===== config.mk =====
export PLATFORM = sky130hd
export DESIGN_NAME = seven_seg_scan_ctrl
export DESIGN_NICKNAME = d
export VERILOG_FILES = /design/src/rtl/seven_seg_scan_ctrl.sv
export SDC_FILE = /design/constraint.sdc
export NUM_CORES = 1
export LEC_CHECK = 0
export CORE_MARGIN = 2
export CORE_UTILIZATION = 30
export CTS_CLUSTER_SIZE = 20
export DETAILED_ROUTE_END_ITERATION = 16
export HOLD_SLACK_MARGIN = 0.05
export SYNTH_ARGS = -nofsm -noshare
export SYNTH_HDL_FRONTEND = slang
export SYNTH_SLANG_ARGS = --single-unit

===== constraint.sdc =====
create_clock -name clk -period 2.8 [get_ports clk]
set_input_delay 0.56 -clock clk [delete_from_list [all_inputs] [get_ports clk]]
set_output_delay 0.56 -clock clk [all_outputs]
set_load 0.005 [all_outputs]

===== src/rtl/seven_seg_scan_ctrl.sv =====
// seven_seg_scan_ctrl
//   Time-multiplexed scan controller that shares one external 4-to-7 segment
//   decoder across NUM_DIGITS digit positions. A one-entry pending register
//   accepts new display words. Each word is copied into the displayed (shadow)
//   register only at a frame wrap, or at any time while idle, so a frame never
//   shows a mix of old and new digits. Each digit is lit for DWELL_CYCLES
//   clocks and then followed by BLANK_CYCLES dark clocks, which suppresses
//   ghosting.
// Ports
//   clk, rst_n   clock (rising edge) and asynchronous active-low reset
//   enable       1 = scan, 0 = go dark (IDLE)
//   load_valid / load_ready / load_data   display word handshake, digit 0 = LSN
//   blank_mask   bit k forces digit k dark; applied live
//   nibble_out   registered nibble to the external decoder
//   seg_in       decoder output, combinational from nibble_out
//   seg_out      segments to the display; zero when no digit is enabled
//   digit_en     one-hot digit enable
//   frame_done   one-cycle pulse at each frame wrap
module seven_seg_scan_ctrl #(
    parameter int NUM_DIGITS   = 4,
    parameter int DWELL_CYCLES = 50000,
    parameter int BLANK_CYCLES = 8
) (
    input  logic                    clk,
    input  logic                    rst_n,
    input  logic                    enable,
    input  logic                    load_valid,
    output logic                    load_ready,
    input  logic [4*NUM_DIGITS-1:0] load_data,
    input  logic [NUM_DIGITS-1:0]   blank_mask,
    output logic [3:0]              nibble_out,
    input  logic [6:0]              seg_in,
    output logic [6:0]              seg_out,
    output logic [NUM_DIGITS-1:0]   digit_en,
    output logic                    frame_done
);

    localparam int TMAX = (DWELL_CYCLES > BLANK_CYCLES) ? DWELL_CYCLES : BLANK_CYCLES;
    localparam int TW   = (TMAX > 1) ? $clog2(TMAX) : 1;
    localparam int IW   = (NUM_DIGITS > 1) ? $clog2(NUM_DIGITS) : 1;

    typedef enum logic [1:0] {IDLE, SHOW, BLANK} state_t;

    state_t                       state;
    logic [NUM_DIGITS-1:0][3:0]   shadow, pending, shadow_nxt;
    logic                         pending_full;
    logic [IW-1:0]                idx, idx_inc;
    logic [TW-1:0]                timer;
    logic [NUM_DIGITS-1:0]        digit_sel;
    logic                         dwell_last, blank_last, advance, wrap, accept, copy;

    always_comb begin
        dwell_last = (timer == TW'(DWELL_CYCLES - 1));
        // When BLANK_CYCLES is 0 the BLANK state is unreachable, so this
        // compare against all-ones is never used.
        blank_last = (timer == TW'(BLANK_CYCLES - 1));
        idx_inc    = (idx == IW'(NUM_DIGITS - 1)) ? '0 : idx + 1'b1;
        // A disable takes priority over advancing, so a partial frame can
        // never wrap and never copies a pending word.
        advance    = enable & (((state == SHOW) & dwell_last & (BLANK_CYCLES == 0)) |
                               ((state == BLANK) & blank_last));
        wrap       = advance & (idx == IW'(NUM_DIGITS - 1));
        accept     = load_valid & ~pending_full;
        copy       = pending_full & (wrap | (state == IDLE));
        // The nibble latched on a wrap edge must come from the word being
        // copied in on that edge.
        shadow_nxt = copy ? pending : shadow;
    end

    assign load_ready = ~pending_full;
    assign digit_en   = digit_sel & ~blank_mask;
    assign seg_out    = (|digit_en) ? seg_in : 7'd0;

    always_ff @(posedge clk or negedge rst_n) begin
        if (!rst_n) begin
            state        <= IDLE;
            idx          <= '0;
            timer        <= '0;
            shadow       <= '0;
            pending      <= '0;
            pending_full <= 1'b0;
            nibble_out   <= 4'd0;
            digit_sel    <= '0;
            frame_done   <= 1'b0;
        end else begin
            frame_done <= 1'b0;
            // accept needs an empty pending register and copy needs a full
            // one, so they never fire on the same edge.
            if (accept) begin
                pending      <= load_data;
                pending_full <= 1'b1;
            end
            if (copy) begin
                shadow       <= pending;
                pending_full <= 1'b0;
            end
            case (state)
                IDLE: begin
                    idx       <= '0;
                    timer     <= '0;
                    digit_sel <= '0;
                    if (enable) begin
                        state      <= SHOW;
                        digit_sel  <= NUM_DIGITS'(1);
                        nibble_out <= shadow_nxt[0];
                    end
                end
                SHOW: begin
                    if (!enable) begin
                        state     <= IDLE;
                        idx       <= '0;
                        timer     <= '0;
                        digit_sel <= '0;
                    end else if (dwell_last) begin
                        timer <= '0;
                        if (BLANK_CYCLES > 0) begin
                            state     <= BLANK;
                            digit_sel <= '0;
                        end else begin
                            idx        <= idx_inc;
                            digit_sel  <= NUM_DIGITS'(1) << idx_inc;
                            nibble_out <= shadow_nxt[idx_inc];
                            frame_done <= wrap;
                        end
                    end else begin
                        timer <= timer + 1'b1;
                    end
                end
                BLANK: begin
                    if (!enable) begin
                        state     <= IDLE;
                        idx       <= '0;
                        timer     <= '0;
                        digit_sel <= '0;
                    end else if (blank_last) begin
                        state      <= SHOW;
                        timer      <= '0;
                        idx        <= idx_inc;
                        digit_sel  <= NUM_DIGITS'(1) << idx_inc;
                        nibble_out <= shadow_nxt[idx_inc];
                        frame_done <= wrap;
                    end else begin
                        timer <= timer + 1'b1;
                    end
                end
                default: state <= IDLE;
            endcase
        end
    end

endmodule


==> summary.md <==
| Metric | Value |
|---|---|
| Status | completed |
| Startpoint Class | input port |
| CTS root buf | clkbuf_8 |
| Register bit count reported by yosys | 62 |
| Req. time, crit path | 2240 ps |
| Slew headroom | 58.3% |
| Largest net degree at the start of global routing | 30 |
| Sequential share of the synthesized area | 46.4% |
| Grt ovf | 0 |
| Initial antenna violation count | 0 |
| WL final | between 7 and 8 mm |
| Pre-Repair DR Iteration Count | 4 |
| Hold Fails Final Rpt | 0 |
| Largest area contributor in the netlist | dfrtp_1 |
| Routed met1 length | 3.13 mm |
| Hpwl dp | 5.19 mm |
| WL per Instance | 14.0 um |
| Horizontal die dimension | 110 um |
| Number of flops mapped to enable cells by yosys | 0 |
| Most frequent cells in the layout | dfrtp_1, clkdlybuf4s50_1, mux2_2 |
| Synth Instances | between 300 and 400 |
| # setup viols final | 0 |
| Remaining antenna violation count | 0 |
| Storage cell area | about 0.0016 mm^2 |
| Crit. End Element | output port |
| Total track usage | 12.8% |
| Worst-Skew Late Latency | around 350 ps |
| Max layer used | met4 |
| VDD IR max | 0.444 mV |
| I/O pin count | 48 |
| Top_reg_cell synth | dfrtp_1 |
| Fillcell total | 1086 |
| Total CTS buffers | 9 |
| Synth Warn # | 0 |
| Clock slew at reported path FFs | 80 ps |
| Max Clk Rate | 365 MHz |
| Clock Sinks | 62 |
| Critical-path maximum fanout | 5 |
| Synthesized cell area | 0.00335 mm^2 |
| Met3 WL post-DR | 209 um |
| Worst hold path class | input port to asynchronous set/reset pin |
| Final nets | 398 |
| Period utilization | 97.9% |
| DRC viols | 0 |
| Arrival time worst endpoint | roughly 2200 ps |
| DR vias | 2394 |
| Initial Util | 30.9% |
| H-Tree Depth | 3 |
| Area of the die | ~0.012 mm^2 |
| Leakage | approximately 1.8 nW |
| Die Ht | 110 um |
| Non-filler cells, final | 502 |
| Area Growth Syn to Fin | 25.4% |
| WL met2 | 3.51 mm |
| Share of the synthesized area in the top cell type | 46.4% |
| ANT cells | 0 |
| Multi-input gate area | 0.00168 mm^2 |
| CTS tree | built |
| RSZ-0062 raised after global routing | no |
| Layout cells sized above 1 | 23.5% |
| Syn nets | 342 |
| Deepest clock path buffer count | 2 |
| Avg Inst Size Synth | 11.1 um^2 |
| Most common cell after layout, fill and taps aside | dfrtp_1 |
| Post-synth ARST share | 100% |
| Vias in the first global route | 2437 |
| PwrDens | 827 mW/mm^2 |
| Slew Viols, Final | 0 |
| Iter 0 DRT Violations | 63 |
| Final RePlAce weighted congestion | 0.859 |
| # rows | 38 |
| Hold_ws | 222 ps |
| Worst Skew | 9.87 ps |
| Max-cap violations | 0 |
| Core ar. | roughly 0.011 mm^2 |
| Kind of critical path | input port to output port |
| Min Tclk post-route | ~2700 ps |
| Netlist cell types | 52 |
| PortBufs | between 40 and 50 |
| DP Cell Count | 485 |
| Largest cells by area after synthesis | dfrtp_1, mux2_2, mux2i_1, ha_1, nor2_1 |
| First-pass GRT wire length | 11.8 mm |
| Worst-Margin Slew | 625 ps |
| Vias per cell | 4.77 |
## synth_stat cells, types with 3 or more instances
| library cell | number |
|---|---|
| nand2_1 | 21 |
| inv_1 | 10 |
| nor2_1 | 23 |
| a22o_1 | 4 |
| xor2_1 | 8 |
| and2_1 | 10 |
| dfrtp_1 | 62 |
| and3_1 | 5 |
| nand3_1 | 11 |
| a21oi_1 | 7 |
| mux2_4 | 4 |
| nor2b_1 | 6 |
| nand4_1 | 5 |
| mux2i_1 | 14 |
| a21o_1 | 3 |
| o21ai_0 | 11 |
| clkbuf_1 | 6 |
| o22ai_1 | 4 |
| mux2_2 | 36 |
| ha_1 | 10 |
## through the flow
step / setup slack (ps) / utilization (%) / cell area, um^2 / setup TNS, ps / total power, mW
floorplan: 627 / - / 3350 / 0 / 2.31
global placement: -47.2 / 36.8 / 3990 / -320 / 2.65
global route: 17.3 / 38.7 / 4200 / 0 / 3.71
finish: 59.7 / 38.7 / 4200 / 0 / 3.47
CTS: 48.1 / 38.7 / 4200 / 0 / 3.52
detailed placement: -111 / 36.8 / 3990 / -735 / 2.70
## critical path, stage by stage
cell,delay [ps]
clkdlybuf4s50_1,460
nor2b_1,50
or4_4,550
buf_4,160
and2_1,150
dlygate4sd2_1,260
## repair_timing
item                       CTS  global route
setup buffers                1             0
hold buffers                 0             0
setup endpoints to repair    7             0
hold endpoints to repair     0             0
gates resized for setup      8             0
## path summary, 6_finish.rpt
path,startpoint,end,slack (ps),depth (start not counted)
max in group asynchronous,rst_n,timer[0]$_DFFE_PN0N_,1860,2
max reg2reg,idx[0]$_DFFE_PN0P_,nibble_out[2]$_DFFE_PN0P_,490,8
min reg2reg,shadow[8]$_DFF_PN0_,shadow[8]$_DFF_PN0_,500,1
min,rst_n,pending[10]$_DFFE_PN0P_,220,1
min in group clk,shadow[8]$_DFF_PN0_,shadow[8]$_DFF_PN0_,500,1
max,blank_mask[3],seg_out[2],60,6
## cell type report
| class | count | share of cell area, % |
|---|---|---|
| inverter | 10 | 0.894 |
| clock buffer | 9 | 2.95 |
| tap | 140 | 4.17 |
| timing repair buffer | 59 | 13.0 |
| clock inverter | 7 | 1.94 |
| sequential | 62 | 37.0 |
| multi-input combinational | 215 | 40.1 |
## routing by layer
metal,global-route usage (%),vias up
met5,0,-
met4,5.42,0
met2,21.2,32
li1,-,1172
met3,3.73,13
met1,15.4,1177
## kinds of logic after synthesis
| family | Yosys count | share of synthesized area (%) |
|---|---|---|
| AND/OR/NAND/NOR | 101 | 16.9 |
| flip-flops | 62 | 46.4 |
| multiplexers | 56 | 19.4 |
| AO/OA/AOI/OAI | 39 | 7.74 |
| buffers and inverters | 24 | 3.51 |
| adder cells (fa/ha/maj) | 10 | 3.74 |
| XOR/XNOR | 9 | 2.36 |
## registers in the layout, summed over array words and instances, names as in the netlist
register	flops
idx	2
pending_full	1
pending	16
state	2
timer	16
shadow	16
digit_sel	4
nibble_out	4
frame_done	1
## report_power, final
part | total [mW] | internal [mW] | switching, mW
Clock | 0.809 | 0.421 | 0.388
Combinational | 1.26 | 0.738 | 0.525
Sequential | 1.40 | 1.20 | 0.204
Total | 3.47 | 2.36 | 1.12
Power figures use the tool's default switching activity.
